[src/rtl/ads868x_scan_sequencer.sv]
// ads868x_scan_sequencer
// Walks the enabled ADS868x analog channels on each trigger: selects the mux
// channel and T/P path, waits the settle time, requests one SPI conversion and
// streams the result downstream. scan_done marks the end of a scan.
// Optional conversion watchdog: define ADS868X_SEQ_TIMEOUT_EN.
//
// state    | meaning
// ---------+-----------------------------------------------------------
// IDLE     | waiting for trig & enable
// NEXT     | one cycle: find lowest enabled channel >= current index
// SETTLE   | mux/path outputs driven, settle counter running
// CONVERT  | conv_req high until conv_done (or watchdog expiry)
// OUTPUT   | m_valid high until accepted
// DONE     | scan_done pulse, back to IDLE
module ads868x_scan_sequencer #(
    parameter int NUM_CH         = 8,
    parameter int SETTLE_CYCLES  = 250,
    parameter int TIMEOUT_CYCLES = 4096
) (
    input  logic              clk,
    input  logic              rst,
    input  logic              enable,
    input  logic              trig,
    input  logic [NUM_CH-1:0] ch_mask,
    input  logic [NUM_CH-1:0] ch_pch,
    output logic [2:0]        ch_sel,
    output logic              en_tch,
    output logic              en_pch,
    output logic              conv_req,
    input  logic              conv_done,
    input  logic [15:0]       conv_data,
    output logic              m_valid,
    input  logic              m_ready,
    output logic [2:0]        m_ch,
    output logic [15:0]       m_data,
    output logic              busy,
    output logic              scan_done,
    output logic              overrun,
    output logic              timeout
);

    // One counter serves both the settle delay and the conversion watchdog.
    localparam int CNT_MAX = (SETTLE_CYCLES > TIMEOUT_CYCLES) ? SETTLE_CYCLES : TIMEOUT_CYCLES;
    localparam int CNT_W   = $clog2(CNT_MAX + 1);

    typedef enum logic [2:0] {
        S_IDLE,
        S_SETTLE,
        S_CONVERT,
        S_OUTPUT,
        S_NEXT,
        S_DONE
    } state_t;

    state_t            state_q, state_d;
    logic [3:0]        idx_q, idx_d;
    logic [NUM_CH-1:0] mask_q, mask_d;
    logic [NUM_CH-1:0] pch_q, pch_d;
    logic [CNT_W-1:0]  cnt_q, cnt_d;
    logic [2:0]        ch_sel_q, ch_sel_d;
    logic              en_tch_q, en_tch_d;
    logic              en_pch_q, en_pch_d;
    logic [2:0]        m_ch_q, m_ch_d;
    logic [15:0]       m_data_q, m_data_d;
    logic              overrun_q, overrun_d;
    logic              timeout_q, timeout_d;
    logic              abort_q, abort_d;

    logic              hit;
    logic [3:0]        hit_idx;
    logic              hit_pch;

    // Lowest enabled channel at or above the current index; never wraps.
    always_comb begin
        hit     = 1'b0;
        hit_idx = 4'd0;
        hit_pch = 1'b0;
        for (int i = NUM_CH - 1; i >= 0; i--) begin
            if (mask_q[i] && (4'(i) >= idx_q)) begin
                hit     = 1'b1;
                hit_idx = 4'(i);
                hit_pch = pch_q[i];
            end
        end
    end

    // Next-state and datapath updates.
    always_comb begin
        state_d   = state_q;
        idx_d     = idx_q;
        mask_d    = mask_q;
        pch_d     = pch_q;
        cnt_d     = cnt_q;
        ch_sel_d  = ch_sel_q;
        en_tch_d  = en_tch_q;
        en_pch_d  = en_pch_q;
        m_ch_d    = m_ch_q;
        m_data_d  = m_data_q;
        overrun_d = overrun_q;
        timeout_d = timeout_q;
        abort_d   = abort_q;

        // DONE still counts as busy, so a trigger there is an overrun too.
        if (trig && (state_q != S_IDLE)) begin
            overrun_d = 1'b1;
        end

        case (state_q)
            S_IDLE: begin
                if (trig && enable) begin
                    mask_d    = ch_mask;
                    pch_d     = ch_pch;
                    overrun_d = 1'b0;
                    timeout_d = 1'b0;
                    abort_d   = 1'b0;
                    idx_d     = 4'd0;
                    state_d   = S_NEXT;
                end
            end
            S_NEXT: begin
                if (!enable) begin
                    state_d = S_IDLE;
                end else if (hit) begin
                    idx_d    = hit_idx;
                    ch_sel_d = hit_idx[2:0];
                    en_pch_d = hit_pch;
                    en_tch_d = ~hit_pch;
                    cnt_d    = CNT_W'(SETTLE_CYCLES - 1);
                    state_d  = S_SETTLE;
                end else begin
                    state_d = S_DONE;
                end
            end
            S_SETTLE: begin
                if (!enable) begin
                    en_tch_d = 1'b0;
                    en_pch_d = 1'b0;
                    state_d  = S_IDLE;
                end else if (cnt_q == '0) begin
                    cnt_d   = CNT_W'(TIMEOUT_CYCLES - 1);
                    state_d = S_CONVERT;
                end else begin
                    cnt_d = cnt_q - 1'b1;
                end
            end
            S_CONVERT: begin
                // An in-flight SPI transfer is never cut; an abort is
                // remembered and honoured once the conversion finishes.
                if (!enable) begin
                    abort_d = 1'b1;
                end
                if (conv_done) begin
                    if (abort_q || !enable) begin
                        en_tch_d = 1'b0;
                        en_pch_d = 1'b0;
                        state_d  = S_IDLE;
                    end else begin
                        m_data_d = conv_data;
                        m_ch_d   = idx_q[2:0];
                        state_d  = S_OUTPUT;
                    end
                end
`ifdef ADS868X_SEQ_TIMEOUT_EN
                else if (cnt_q == '0) begin
                    timeout_d = 1'b1;
                    if (abort_q || !enable) begin
                        en_tch_d = 1'b0;
                        en_pch_d = 1'b0;
                        state_d  = S_IDLE;
                    end else begin
                        m_data_d = 16'hFFFF;
                        m_ch_d   = idx_q[2:0];
                        state_d  = S_OUTPUT;
                    end
                end else begin
                    cnt_d = cnt_q - 1'b1;
                end
`endif
            end
            S_OUTPUT: begin
                if (!enable) begin
                    en_tch_d = 1'b0;
                    en_pch_d = 1'b0;
                    state_d  = S_IDLE;
                end else if (m_ready) begin
                    idx_d    = idx_q + 4'd1;
                    en_tch_d = 1'b0;
                    en_pch_d = 1'b0;
                    state_d  = S_NEXT;
                end
            end
            S_DONE: begin
                state_d = S_IDLE;
            end
            default: begin
                state_d = S_IDLE;
            end
        endcase
    end

    // State and datapath registers with synchronous reset.
    always_ff @(posedge clk) begin
        if (rst) begin
            state_q   <= S_IDLE;
            idx_q     <= 4'd0;
            mask_q    <= '0;
            pch_q     <= '0;
            cnt_q     <= '0;
            ch_sel_q  <= 3'd0;
            en_tch_q  <= 1'b0;
            en_pch_q  <= 1'b0;
            m_ch_q    <= 3'd0;
            m_data_q  <= 16'd0;
            overrun_q <= 1'b0;
            timeout_q <= 1'b0;
            abort_q   <= 1'b0;
        end else begin
            state_q   <= state_d;
            idx_q     <= idx_d;
            mask_q    <= mask_d;
            pch_q     <= pch_d;
            cnt_q     <= cnt_d;
            ch_sel_q  <= ch_sel_d;
            en_tch_q  <= en_tch_d;
            en_pch_q  <= en_pch_d;
            m_ch_q    <= m_ch_d;
            m_data_q  <= m_data_d;
            overrun_q <= overrun_d;
            timeout_q <= timeout_d;
            abort_q   <= abort_d;
        end
    end

    // Status outputs decoded from state; m_valid drops at once on abort.
    always_comb begin
        ch_sel    = ch_sel_q;
        en_tch    = en_tch_q;
        en_pch    = en_pch_q;
        conv_req  = (state_q == S_CONVERT);
        m_valid   = (state_q == S_OUTPUT) && enable;
        m_ch      = m_ch_q;
        m_data    = m_data_q;
        busy      = (state_q != S_IDLE);
        scan_done = (state_q == S_DONE);
        overrun   = overrun_q;
        timeout   = timeout_q;
    end

endmodule
[config.mk]
export PLATFORM = sky130hd
export DESIGN_NAME = ads868x_scan_sequencer
export DESIGN_NICKNAME = d
export VERILOG_FILES = /design/src/rtl/ads868x_scan_sequencer.sv
export SDC_FILE = /design/constraint.sdc
export NUM_CORES = 1
export LEC_CHECK = 0
export ABC_AREA = 1
export BUFFER_PORTS_ARGS = -buffer_cell sky130_fd_sc_hd__buf_2
export CAP_MARGIN = 0
export CORE_MARGIN = 5
export CORE_UTILIZATION = 40
export CTS_CLUSTER_DIAMETER = 120
export DETAILED_ROUTE_END_ITERATION = 8
export PLACE_DENSITY = 0.61
export SLEW_MARGIN = 20
export SYNTH_ARGS = -nofsm -noshare
export SYNTH_HDL_FRONTEND = slang
export SYNTH_SLANG_ARGS = --single-unit
[constraint.sdc]
create_clock -name clk -period 2.2 [get_ports clk]
set_input_delay 0.44 -clock clk [delete_from_list [all_inputs] [get_ports clk]]
set_output_delay 0.44 -clock clk [all_outputs]
set_load 0.02 [all_outputs]
==> flow_metrics.py <==
metrics = {
    "outcome": {
        "status": "completed",
    },
    "pwr": {
        "vdd_drop_max_v": 0.0004321,
        "powerDensity_nw_per_um2": 722.0,
        "cellLeakagePower_nw": 1.620,
    },
    "synthesis": {
        "ys_top_cells_by_area": "dfxtp_1 (40%), nand2_1 (8.7%), a21oi_1 (7.7%), o21ai_0 (5.6%), nand3_1 (5.3%)",
        "synth_area_sq_um": 3103,
        "yosysUniqueCellTypes": 41,
        "synth_top_cell_by_area": "dfxtp_1",
        "synth-edff-count": 0,
        "synth_nets": 466,
        "async_flop_share_pct": 0,
        "synth_ff_type": "dfxtp_1",
        "syn_inst": 424,
        "synth.avg_cell_area_sq_um": 7.318,
        "ys_warn_count": 0,
        "synth_seq_area_share_pct": 40.00,
        "synth_top_area_share_pct": 40.00,
        "synth-seq-cells": 62,
    },
    "global_route": {
        "grt_max_degree": 39,
        "gr-total-overflow": 0,
        "grt_pass1_wl_um": 12730,
        "grt_pass1_vias": 2807,
        "antenna_found_initial": 0,
        "grt_usage_pct": 15.91,
    },
    "sta": {
        "maxSlewHeadroom_pct": 55.08,
        "rsz0062_at_grt": "no",
        "worst_pin_slew_ns": 0.6730,
        "final-max-slew-violation-count": 0,
        "hold_viol": 0,
        "setup_violations": 0,
        "min_period_ns": 1.983,
        "skew_ns": 0.007766,
        "fmax_mhz": 504.4,
        "tns_ns": 0,
        "period_share_pct": 90.12,
    },
    "placed_design": {
        "routabilityCongestion": 0.8587,
        "dp.cells": 580,
        "io_buffers": 66,
        "place_hpwl_um": 5529,
    },
    "routing": {
        "antenna_left": 0,
        "highest_layer": "met4",
        "drt_pass1_iterations": 4,
        "via_count": 2869,
        "wl_met2_um": 3700,
        "wirelength_um": 7362,
        "routed-wl-met3_um": 292,
        "first_iter_violations": 100,
        "viasPerCell": 4.814,
        "drc_errors": 0,
        "routedWlPerCell_um": 12.35,
        "m1WireLength_um": 3322,
    },
    "die": {
        "initial_core_util_pct": 40.58,
        "die_area_sq_um": 9619,
        "die_height_um": 98.08,
        "ios": 68,
        "die_w_um": 98.08,
        "num_rows": 32,
        "core_sq_um": 7647,
    },
    "layout": {
        "drive_above_1_share_pct": 27.13,
        "n_antenna_cell": 0,
        "layout.nets": 531,
        "regArea_sq_um": 1241,
        "num-fill-cells": 785,
        "layout.cells.most_common": "nand2_1",
        "multi_input_area_sq_um": 1578,
        "area_delta_synth_final_pct": 19.23,
        "layout_common_cells": "nand2_1 (72), buf_2 (66), dfxtp_1 (62), a21oi_1 (48)",
        "instances_no_fill": 596,
    },
    "clock_network": {
        "cts_buffer_depth": 2,
        "cts_hold_buf": 0,
        "clk_pin_slew_worst_paths_ns": 0.07,
        "cts_inserted_buffers": 9,
        "clk-insertion-delay-late_ns": 0.33,
        "post_cts.repair.setup_buffers": 0,
        "tritoncts": "yes",
        "clock-sinks": 62,
        "ctsHtreeMaxLevel": 3,
        "cts-resized-gates": 0,
        "cts-root-buf": "clkbuf_8",
    },
    "worst_setup_path": {
        "cp.arrival_ns": 2.24,
        "cp.required_ns": 2.46,
        "worstSetupPathType": "reg2reg",
        "cp-end-kind": "register",
        "critPathMaxFanout": 13,
        "startpoint_type": "register",
    },
    "hold_path": {
        "hold_class": "in2reg",
    },
    "job": {
        "maxCapViolations": 0,
    },
}
## synth_stat cells (all sizes together), types with 2 or more instances
cell type,number
nor2,49
o21ai,44
nand3,41
xor2,2
nor3b,2
xnor2,2
buf,8
nor4,2
ha,4
nand2,82
a211oi,2
clkbuf,9
dfxtp,62
a21oi,49
nor3,6
a31oi,2
nand4,2
inv,49
## flip-flops by register name, summed over array words and instances, names as in the netlist
| register | count |
|---|---|
| m_data | 16 |
| cnt_q | 13 |
| mask_q | 8 |
| pch_q | 8 |
| idx_q | 4 |
| ch_sel | 3 |
| m_ch | 3 |
| state_q | 3 |
| abort_q | 1 |
| en_pch | 1 |
| en_tch | 1 |
| overrun | 1 |
## metal layers
layer  vias to the layer above  GRT usage (%)
met5                         -              0
met2                        43          27.64
met4                         0          2.875
met1                      1304          19.85
met3                         6          4.429
li1                       1516              -
## worst max-delay path, cell delays in order, from the launching register on
cell	delay, ns
dfxtp_1	0.44
inv_1	0.12
ha_1	0.22
inv_1	0.06
nand2_1	0.05
nand3_2	0.12
nand2_2	0.07
nor2_4	0.17
nand2_4	0.06
nand2_4	0.10
nand2_4	0.14
inv_4	0.14
o21ai_0	0.08
a21oi_1	0.14
## area by class of cell
type	count	area share, %
inverters	49	5.039
flip-flops and latches	62	33.55
clock inverters	7	2.029
clock buffers	9	3.348
repair buffers	71	9.943
multi-input cells	296	42.64
well taps	102	3.449
## report_power, final
part	leakage [nW]	internal [W]	switching [W]	total (W)
Sequential	0.504	0.00117	0.0000398	0.00121
Clock	0.0914	0.000524	0.000454	0.000978
Combinational	1.03	0.000173	0.000309	0.000482
Total	1.62	0.00187	0.000803	0.00267
## kinds of logic (layout without fill, tap and decap cells)
family / Yosys count / after routing / share of synthesized area (%)
and+or+nand+nor: 185 / 185 / 29.80
other: 1 / 1 / 0.1209
xor gates and xnor gates: 4 / 4 / 1.129
DFF: 62 / 62 / 40.00
AOI/OAI and AO/OA: 102 / 102 / 18.19
adders and majority gates: 4 / 4 / 1.613
buffers and inverters: 66 / 136 / 9.153
## final timing paths
kind | from | endpoint | slack [ns] | depth (start not counted)
setup / recovery | idx_q[1]$_SDFFE_PP0P_ | cnt_q[3]$_SDFFE_PP0P_ | 0.22 | 13
hold / removal | ch_mask[3] | mask_q[3]$_SDFFE_PP0P_ | 0.33 | 3
setup reg to reg | idx_q[1]$_SDFFE_PP0P_ | cnt_q[3]$_SDFFE_PP0P_ | 0.22 | 13
hold reg to reg | pch_q[1]$_SDFFE_PP0P_ | pch_q[1]$_SDFFE_PP0P_ | 0.45 | 2
## per-stage QoR
stage                     total power (W)  hold WS (ns)  area [sq um]  setup WS (ns)  util, %
final                            0.002671        0.3340          3700         0.2174    48.38
after global routing             0.002827        0.3333          3700       0.007254    48.38
after CTS                        0.002709        0.3184          3700         0.2168    48.38
after detailed placement         0.001720        0.4464          3501         0.2395    45.78
after global placement           0.001714        0.4415          3501         0.3074    45.78
after floorplan                  0.001606        0.4239          3103         0.5091        -
(Power assumes the default switching activity.)
